[config.mk]
export PLATFORM = sky130hd
export DESIGN_NAME = vic_prio_sched
export DESIGN_NICKNAME = d
export VERILOG_FILES = /design/src/rtl/vic_pkg.sv /design/src/rtl/vic_prio_enc.sv /design/src/rtl/vic_prio_sched.sv
export SDC_FILE = /design/constraint.sdc
export NUM_CORES = 1
export LEC_CHECK = 0
export BUFFER_PORTS_ARGS = -buffer_cell sky130_fd_sc_hd__buf_2
export CAP_MARGIN = 20
export CORE_ASPECT_RATIO = 0.8
export CORE_MARGIN = 4
export CORE_UTILIZATION = 62
export CTS_BUF_LIST = sky130_fd_sc_hd__clkbuf_2 sky130_fd_sc_hd__clkbuf_4 sky130_fd_sc_hd__clkbuf_8
export CTS_CLUSTER_DIAMETER = 100
export DETAILED_ROUTE_END_ITERATION = 10
export GPL_ROUTABILITY_DRIVEN = 0
export GPL_TIMING_DRIVEN = 0
export PLACE_DENSITY = 0.94
export SYNTH_ARGS = -nofsm -noshare
export SYNTH_HDL_FRONTEND = slang
export SYNTH_HIERARCHICAL = 1
export SYNTH_SLANG_ARGS = --single-unit
[constraint.sdc]
create_clock -name clk -period 87.8 [get_ports clk]
set_input_delay 0 -clock clk [delete_from_list [all_inputs] [get_ports clk]]
set_output_delay 0 -clock clk [all_outputs]
set_load 0.1 [all_outputs]
[src/rtl/vic_pkg.sv]
// Shared definitions for the vectored interrupt controller priority scheduler:
// default sizes, scheduler state encoding and the nesting-depth width helper.
package vic_pkg;

  localparam int N_IRQ_DEF  = 31;
  localparam int PRIO_W_DEF = 2;

  typedef enum logic [1:0] {
    S_IDLE = 2'd0,
    S_REQ  = 2'd1,
    S_GAP  = 2'd2
  } state_t;

  // Counter width able to hold every value 0..depth inclusive.
  function automatic int depth_w(input int depth);
    return $clog2(depth + 1);
  endfunction

endpackage

[src/rtl/vic_prio_enc.sv]
// Combinational priority encoder: picks the highest-priority line in the
// eligible mask; on equal priority the lowest index wins.
module vic_prio_enc
  import vic_pkg::*;
#(
  parameter int N_IRQ  = N_IRQ_DEF,
  parameter int PRIO_W = PRIO_W_DEF
) (
  input  logic [N_IRQ-1:0]        elig,
  input  logic [N_IRQ*PRIO_W-1:0] prio,
  output logic                    valid,
  output logic [4:0]              idx,
  output logic [PRIO_W-1:0]       win_prio
);

  logic cand_s;

  // Ascending scan; only a strictly greater priority displaces the current best.
  always_comb begin
    valid    = 1'b0;
    idx      = 5'd0;
    win_prio = '0;
    cand_s   = 1'b0;
    for (int k = 0; k < N_IRQ; k++) begin
      cand_s   = elig[k] & (~valid | (prio[k*PRIO_W +: PRIO_W] > win_prio));
      idx      = cand_s ? 5'(k) : idx;
      win_prio = cand_s ? prio[k*PRIO_W +: PRIO_W] : win_prio;
      valid    = valid | cand_s;
    end
  end

endmodule

[src/rtl/vic_prio_sched.sv]
// Nested-priority interrupt scheduler: arbitrates eligible pending lines,
// presents one vector request and tracks active priorities on a nesting stack.
module vic_prio_sched
  import vic_pkg::*;
#(
  parameter int N_IRQ  = N_IRQ_DEF,
  parameter int PRIO_W = PRIO_W_DEF,
  parameter int DEPTH  = 4
) (
  input  logic                          clk,
  input  logic                          rst,
  input  logic [N_IRQ-1:0]              i_pending,
  input  logic [N_IRQ-1:0]              i_irq_en,
  input  logic [N_IRQ*PRIO_W-1:0]       i_prio,
  input  logic                          i_gen,
  input  logic                          i_ack,
  input  logic                          i_reti,
  output logic                          o_IRQ,
  output logic [4:0]                    o_irq_addr,
  output logic [N_IRQ-1:0]              o_clr,
  output logic [PRIO_W-1:0]             o_active_prio,
  output logic [depth_w(DEPTH)-1:0]     o_depth,
  output logic                          o_full,
  output logic                          o_underflow
);

  localparam int DW = depth_w(DEPTH);

  state_t              state_r;
  logic [PRIO_W-1:0]   win_prio_r;
  logic [PRIO_W-1:0]   stack_r [DEPTH];
  logic [N_IRQ-1:0]    elig_s;
  logic                win_valid_s;
  logic [4:0]          win_idx_s;
  logic [PRIO_W-1:0]   win_prio_s;
  logic                push_s;
  logic                pop_s;
  logic                hold_s;
  logic [DW-1:0]       depth_nxt_s;

  // Per-line eligibility against global enable, saturation and the running ISR priority.
  always_comb begin
    elig_s = '0;
    for (int k = 0; k < N_IRQ; k++) begin
      elig_s[k] = i_pending[k] & i_irq_en[k] & i_gen & ~o_full &
                  ((o_depth == DW'(0)) | (i_prio[k*PRIO_W +: PRIO_W] > o_active_prio));
    end
  end

  vic_prio_enc #(
    .N_IRQ  (N_IRQ),
    .PRIO_W (PRIO_W)
  ) u_enc (
    .elig     (elig_s),
    .prio     (i_prio),
    .valid    (win_valid_s),
    .idx      (win_idx_s),
    .win_prio (win_prio_s)
  );

  // Stack control: a same-cycle reti and ack pop first and then push.
  always_comb begin
    push_s      = (state_r == S_REQ) & i_ack;
    pop_s       = i_reti & (o_depth != DW'(0));
    hold_s      = i_pending[o_irq_addr] & i_irq_en[o_irq_addr] & i_gen;
    depth_nxt_s = o_depth - DW'(pop_s) + DW'(push_s);
  end

  // Scheduler FSM with registered request, address and pending-clear outputs.
  always_ff @(posedge clk) begin
    if (rst) begin
      state_r    <= S_IDLE;
      win_prio_r <= '0;
      o_IRQ      <= 1'b0;
      o_irq_addr <= 5'd0;
      o_clr      <= '0;
    end else begin
      case (state_r)
        S_IDLE: begin
          o_clr <= '0;
          if (win_valid_s) begin
            state_r    <= S_REQ;
            o_irq_addr <= win_idx_s;
            win_prio_r <= win_prio_s;
            o_IRQ      <= 1'b1;
          end else begin
            o_IRQ <= 1'b0;
          end
        end
        S_REQ: begin
          if (i_ack) begin
            state_r <= S_GAP;
            o_IRQ   <= 1'b0;
            o_clr   <= {{(N_IRQ-1){1'b0}}, 1'b1} << o_irq_addr;
          end else if (!hold_s) begin
            state_r <= S_IDLE;
            o_IRQ   <= 1'b0;
          end else begin
            o_IRQ <= 1'b1;
          end
        end
        S_GAP: begin
          state_r <= S_IDLE;
          o_clr   <= '0;
          o_IRQ   <= 1'b0;
        end
        default: begin
          state_r <= S_IDLE;
          o_clr   <= '0;
          o_IRQ   <= 1'b0;
        end
      endcase
    end
  end

  // Shift-register stack: entry 0 is always the top, vacated slots refill with zero.
  always_ff @(posedge clk) begin
    if (rst) begin
      for (int i = 0; i < DEPTH; i++) stack_r[i] <= '0;
      o_depth     <= '0;
      o_full      <= 1'b0;
      o_underflow <= 1'b0;
    end else begin
      if (push_s && pop_s) begin
        stack_r[0] <= win_prio_r;
      end else if (pop_s) begin
        for (int i = 0; i < DEPTH - 1; i++) stack_r[i] <= stack_r[i+1];
        stack_r[DEPTH-1] <= '0;
      end else if (push_s) begin
        for (int i = 1; i < DEPTH; i++) stack_r[i] <= stack_r[i-1];
        stack_r[0] <= win_prio_r;
      end else begin
        stack_r[0] <= stack_r[0];
      end
      o_depth     <= depth_nxt_s;
      o_full      <= (depth_nxt_s == DW'(DEPTH));
      o_underflow <= o_underflow | (i_reti & (o_depth == DW'(0)));
    end
  end

  assign o_active_prio = stack_r[0];

endmodule

==> impl_metrics.ini <==
[layout]
area_growth_pct = 16.1
diodes = 0
instances_no_fill = 1416
final_layout_size_suffix_gt1_share_pct = 19.7
final_nets = 1496
final_common_cell = buf_2
final_cell_mix = buf_2 (180), nor2_1 (147), a21oi_1 (129)

[min_path]
min-delay-start = i_ack
min_path_cells = 4
hp-class = in2reg
min_to = o_clr[21]$_SDFFE_PP0P_

[grt]
groute.layer.met1.usage_pct = 42.7
gr-total-overflow = 0
grt_max_degree = 19
busiest_layer = met2
grtUsageMet2_pct = 54.1
grtUsageMet3_pct = 6.36
grt_antenna_before_repair = 0
grt_pass1_wl_mm = 39.4
grt_pass1_vias = 8403
grt_usage_pct = 33.0

[critical_path]
cpPeakStageDelay_ns = 0.54
required_ns = 87.98
arrival_ns = 43.24
r2r_start = stack_r[0][1]$_DFFE_PP_
r2r_end = o_irq_addr[4]$_SDFFE_PP0P_
rrSetupSlack_ns = 44.74
endpoint_kind = flip-flop
startpoint_type = flip-flop
reg2reg_depth = 206
cp_slowest_cell = inv_1
crit_fanout = 14
crit_top_cell = nor2_1
crit_type = reg2reg

[route]
dr_total_vias = 9097
drcViolationCount = 0
first_iter_violations = 1045
vias_per_cell = 6.42
dr.pass1.iters = 6
routed_wl_mm = 24.8
wl_per_cell_um = 17.5
ant_nets = 0

[power_and_ir_drop]
peakVddDrop_uv = 27.3
switching_share_pct = 55.3
power_density_nw_per_um2 = 29.7
p_sw_w = 0.000146
power.internal_w = 0.000118
p_leak_nw = 4.33
pwr-share-clk_pct = 6.6
combPwrFrac_pct = 80.6
pwr-share-seq_pct = 12.8

[yosys]
syn_area_sq_um = 7670
synth_seq_area_share_pct = 15.1
avgSynthCellArea_sq_um = 7.10
ys_async_sr_fraction_pct = 0
synthXorXnorAreaFrac_pct = 0.228
synth.net_count = 1314
synth-seq-cells = 54
synth_cell_types = 101
synth_compound_area_share_pct = 26.1
synth_edf_count = 8
synthCells = 1081
yosys.area_share.simple_pct = 29.4
synth_mux_area_share_pct = 3.51
synth_top_family_by_area = simple AND/OR/NAND/NOR gates
synthFlopType = dfxtp_1
synth_fa_ha_area_share_pct = 17.6
yosysWarnings = 6

[cts]
holdBufCountCts = 1
clock_path_buffers = 2
clock_latency_ns = 0.31
clock-sinks = 54
cts_resized = 0
cts_buffers = 5
post_cts_buffers = 0
ctsHtreeMaxLevel = 2
root_buffer = clkbuf_8
clk_pin_slew_ns = 0.10
tritoncts = built

[timing]
fin_setup_tns_ns = 0
drv_slew = 0
period_share_pct = 49.0
max_slew.worst_pin.slew_ns = 0.903
timing.clock.skew_ns = 0.00518
setup_violations = 0
max_slew_margin_pct = 39.4
hold_viol = 0
fmax_mhz = 23.2
min_period_ns = 43.06
rsz0062_at_grt = no

[floorplanning]
core_sq_um = 12200
die-area_sq_um = 14200
die_y_um = 108
start_util_pct = 63.1
row_count = 36
die_w_um = 132
ios = 173

[place]
hpwl_mm = 20.2
dp_cells = 1407
io_buffer_count = 172

[flow_run]
max-cap-violations = 0

[outcome]
status = complete, no violations
[worst max-delay path: cells and delay by family (launching register included)]
family / cells / cell delay [ns]
AO/OA/AOI/OAI: 82 / 18.23
AND/OR/NAND/NOR: 72 / 10.84
adder cells (fa/ha/maj): 34 / 9.46
multiplexers: 7 / 2.30
buffers and inverters: 11 / 1.54
flip-flops: 1 / 0.47
[power by group through the flow]
stage / registers [W] / logic (W) / clock network, W
global placement: 0.0000351 / 0.000193 / 0
CTS: 0.0000336 / 0.000207 / 0.0000173
detailed placement: 0.0000341 / 0.000206 / 0
finish: 0.0000339 / 0.000213 / 0.0000174
global route: 0.0000344 / 0.000234 / 0.0000184
floorplan: 0.0000487 / 0.000143 / 0
[per-stage QoR]
step | cell area (sq um) | setup WS [ns] | power [W] | hold slack [ns] | utilization (%)
after detailed placement | 8780 | 46.28 | 0.000240 | 0.291 | 72.2
final | 8910 | 44.74 | 0.000265 | 0.0972 | 73.3
after floorplan | 7670 | 51.06 | 0.000191 | 0.141 | -
after global placement | 8730 | 46.87 | 0.000228 | 0.280 | 71.7
after CTS | 8910 | 46.05 | 0.000258 | 0.0878 | 73.3
after global routing | 8910 | 42.14 | 0.000287 | 0.113 | 73.3
[cells in the mapped netlist (16+ instances only)]
cell type | instances | share of area, %
dfxtp_1 | 46 | 12
a21oi_1 | 129 | 8.4
and2_1 | 16 | 1.3
o21ai_0 | 28 | 1.8
nand2_1 | 105 | 5.1
nor2_1 | 147 | 7.2
nand3_1 | 28 | 1.8
ha_1 | 103 | 17
inv_1 | 117 | 5.7
clkbuf_1 | 19 | 0.93
nor2b_1 | 43 | 3.5
nor3_1 | 49 | 3.2
[cells by family after synthesis]
| kind of cell | count (synthesis) |
|---|---|
| xor+xnor | 2 |
| mux | 21 |
| buf+inv | 150 |
| flops | 54 |
| compound gates | 289 |
| simple gates | 457 |
| fa+ha+maj | 108 |
[registers in the layout, summed over array words and instances, names as in the netlist]
| name | cells |
|---|---|
| o_clr | 31 |
| win_prio_r | 2 |
| stack_r | 8 |
| o_depth | 3 |
| o_irq_addr | 5 |
| state_r | 2 |
| o_underflow | 1 |
| o_IRQ | 1 |
| o_full | 1 |
[area by class of cell]
class | count | area, sq um
Inverter | 117 | 439
Timing Repair Buffer | 175 | 926
Fill cell | 958 | 3250
Multi-Input combinational cell | 877 | 5900
Buffer | 33 | 173
Clock inverter | 3 | 48.8
Clock buffer | 5 | 68.8
Tap cell | 152 | 190
Sequential cell | 54 | 1160
[per-layer routing]
metal	up-vias	share of wire [%]
li1	4242	-
met1	4169	41
met4	0	4.1
met5	-	0
met2	582	44
met3	104	11
[worst max-delay path by stage]
| stage | from | cells past startpoint | endpoint | slack [ns] |
|---|---|---|---|---|
| 2_1_floorplan | stack_r[0][1]$_DFFE_PP_ | 209 | o_irq_addr[4]$_SDFFE_PP0P_ | 51.06 |
| 3_3_place_gp | stack_r[0][1]$_DFFE_PP_ | 206 | o_irq_addr[4]$_SDFFE_PP0P_ | 46.87 |
| 6_report | stack_r[0][1]$_DFFE_PP_ | 206 | o_irq_addr[4]$_SDFFE_PP0P_ | 44.74 |
| 5_1_grt | stack_r[0][0]$_DFFE_PP_ | 206 | o_irq_addr[4]$_SDFFE_PP0P_ | 42.14 |
| 4_1_cts | stack_r[0][1]$_DFFE_PP_ | 206 | o_irq_addr[4]$_SDFFE_PP0P_ | 46.05 |
| 3_5_place_dp | stack_r[0][1]$_DFFE_PP_ | 206 | o_irq_addr[4]$_SDFFE_PP0P_ | 46.28 |
Power figures use the tool's default switching activity.
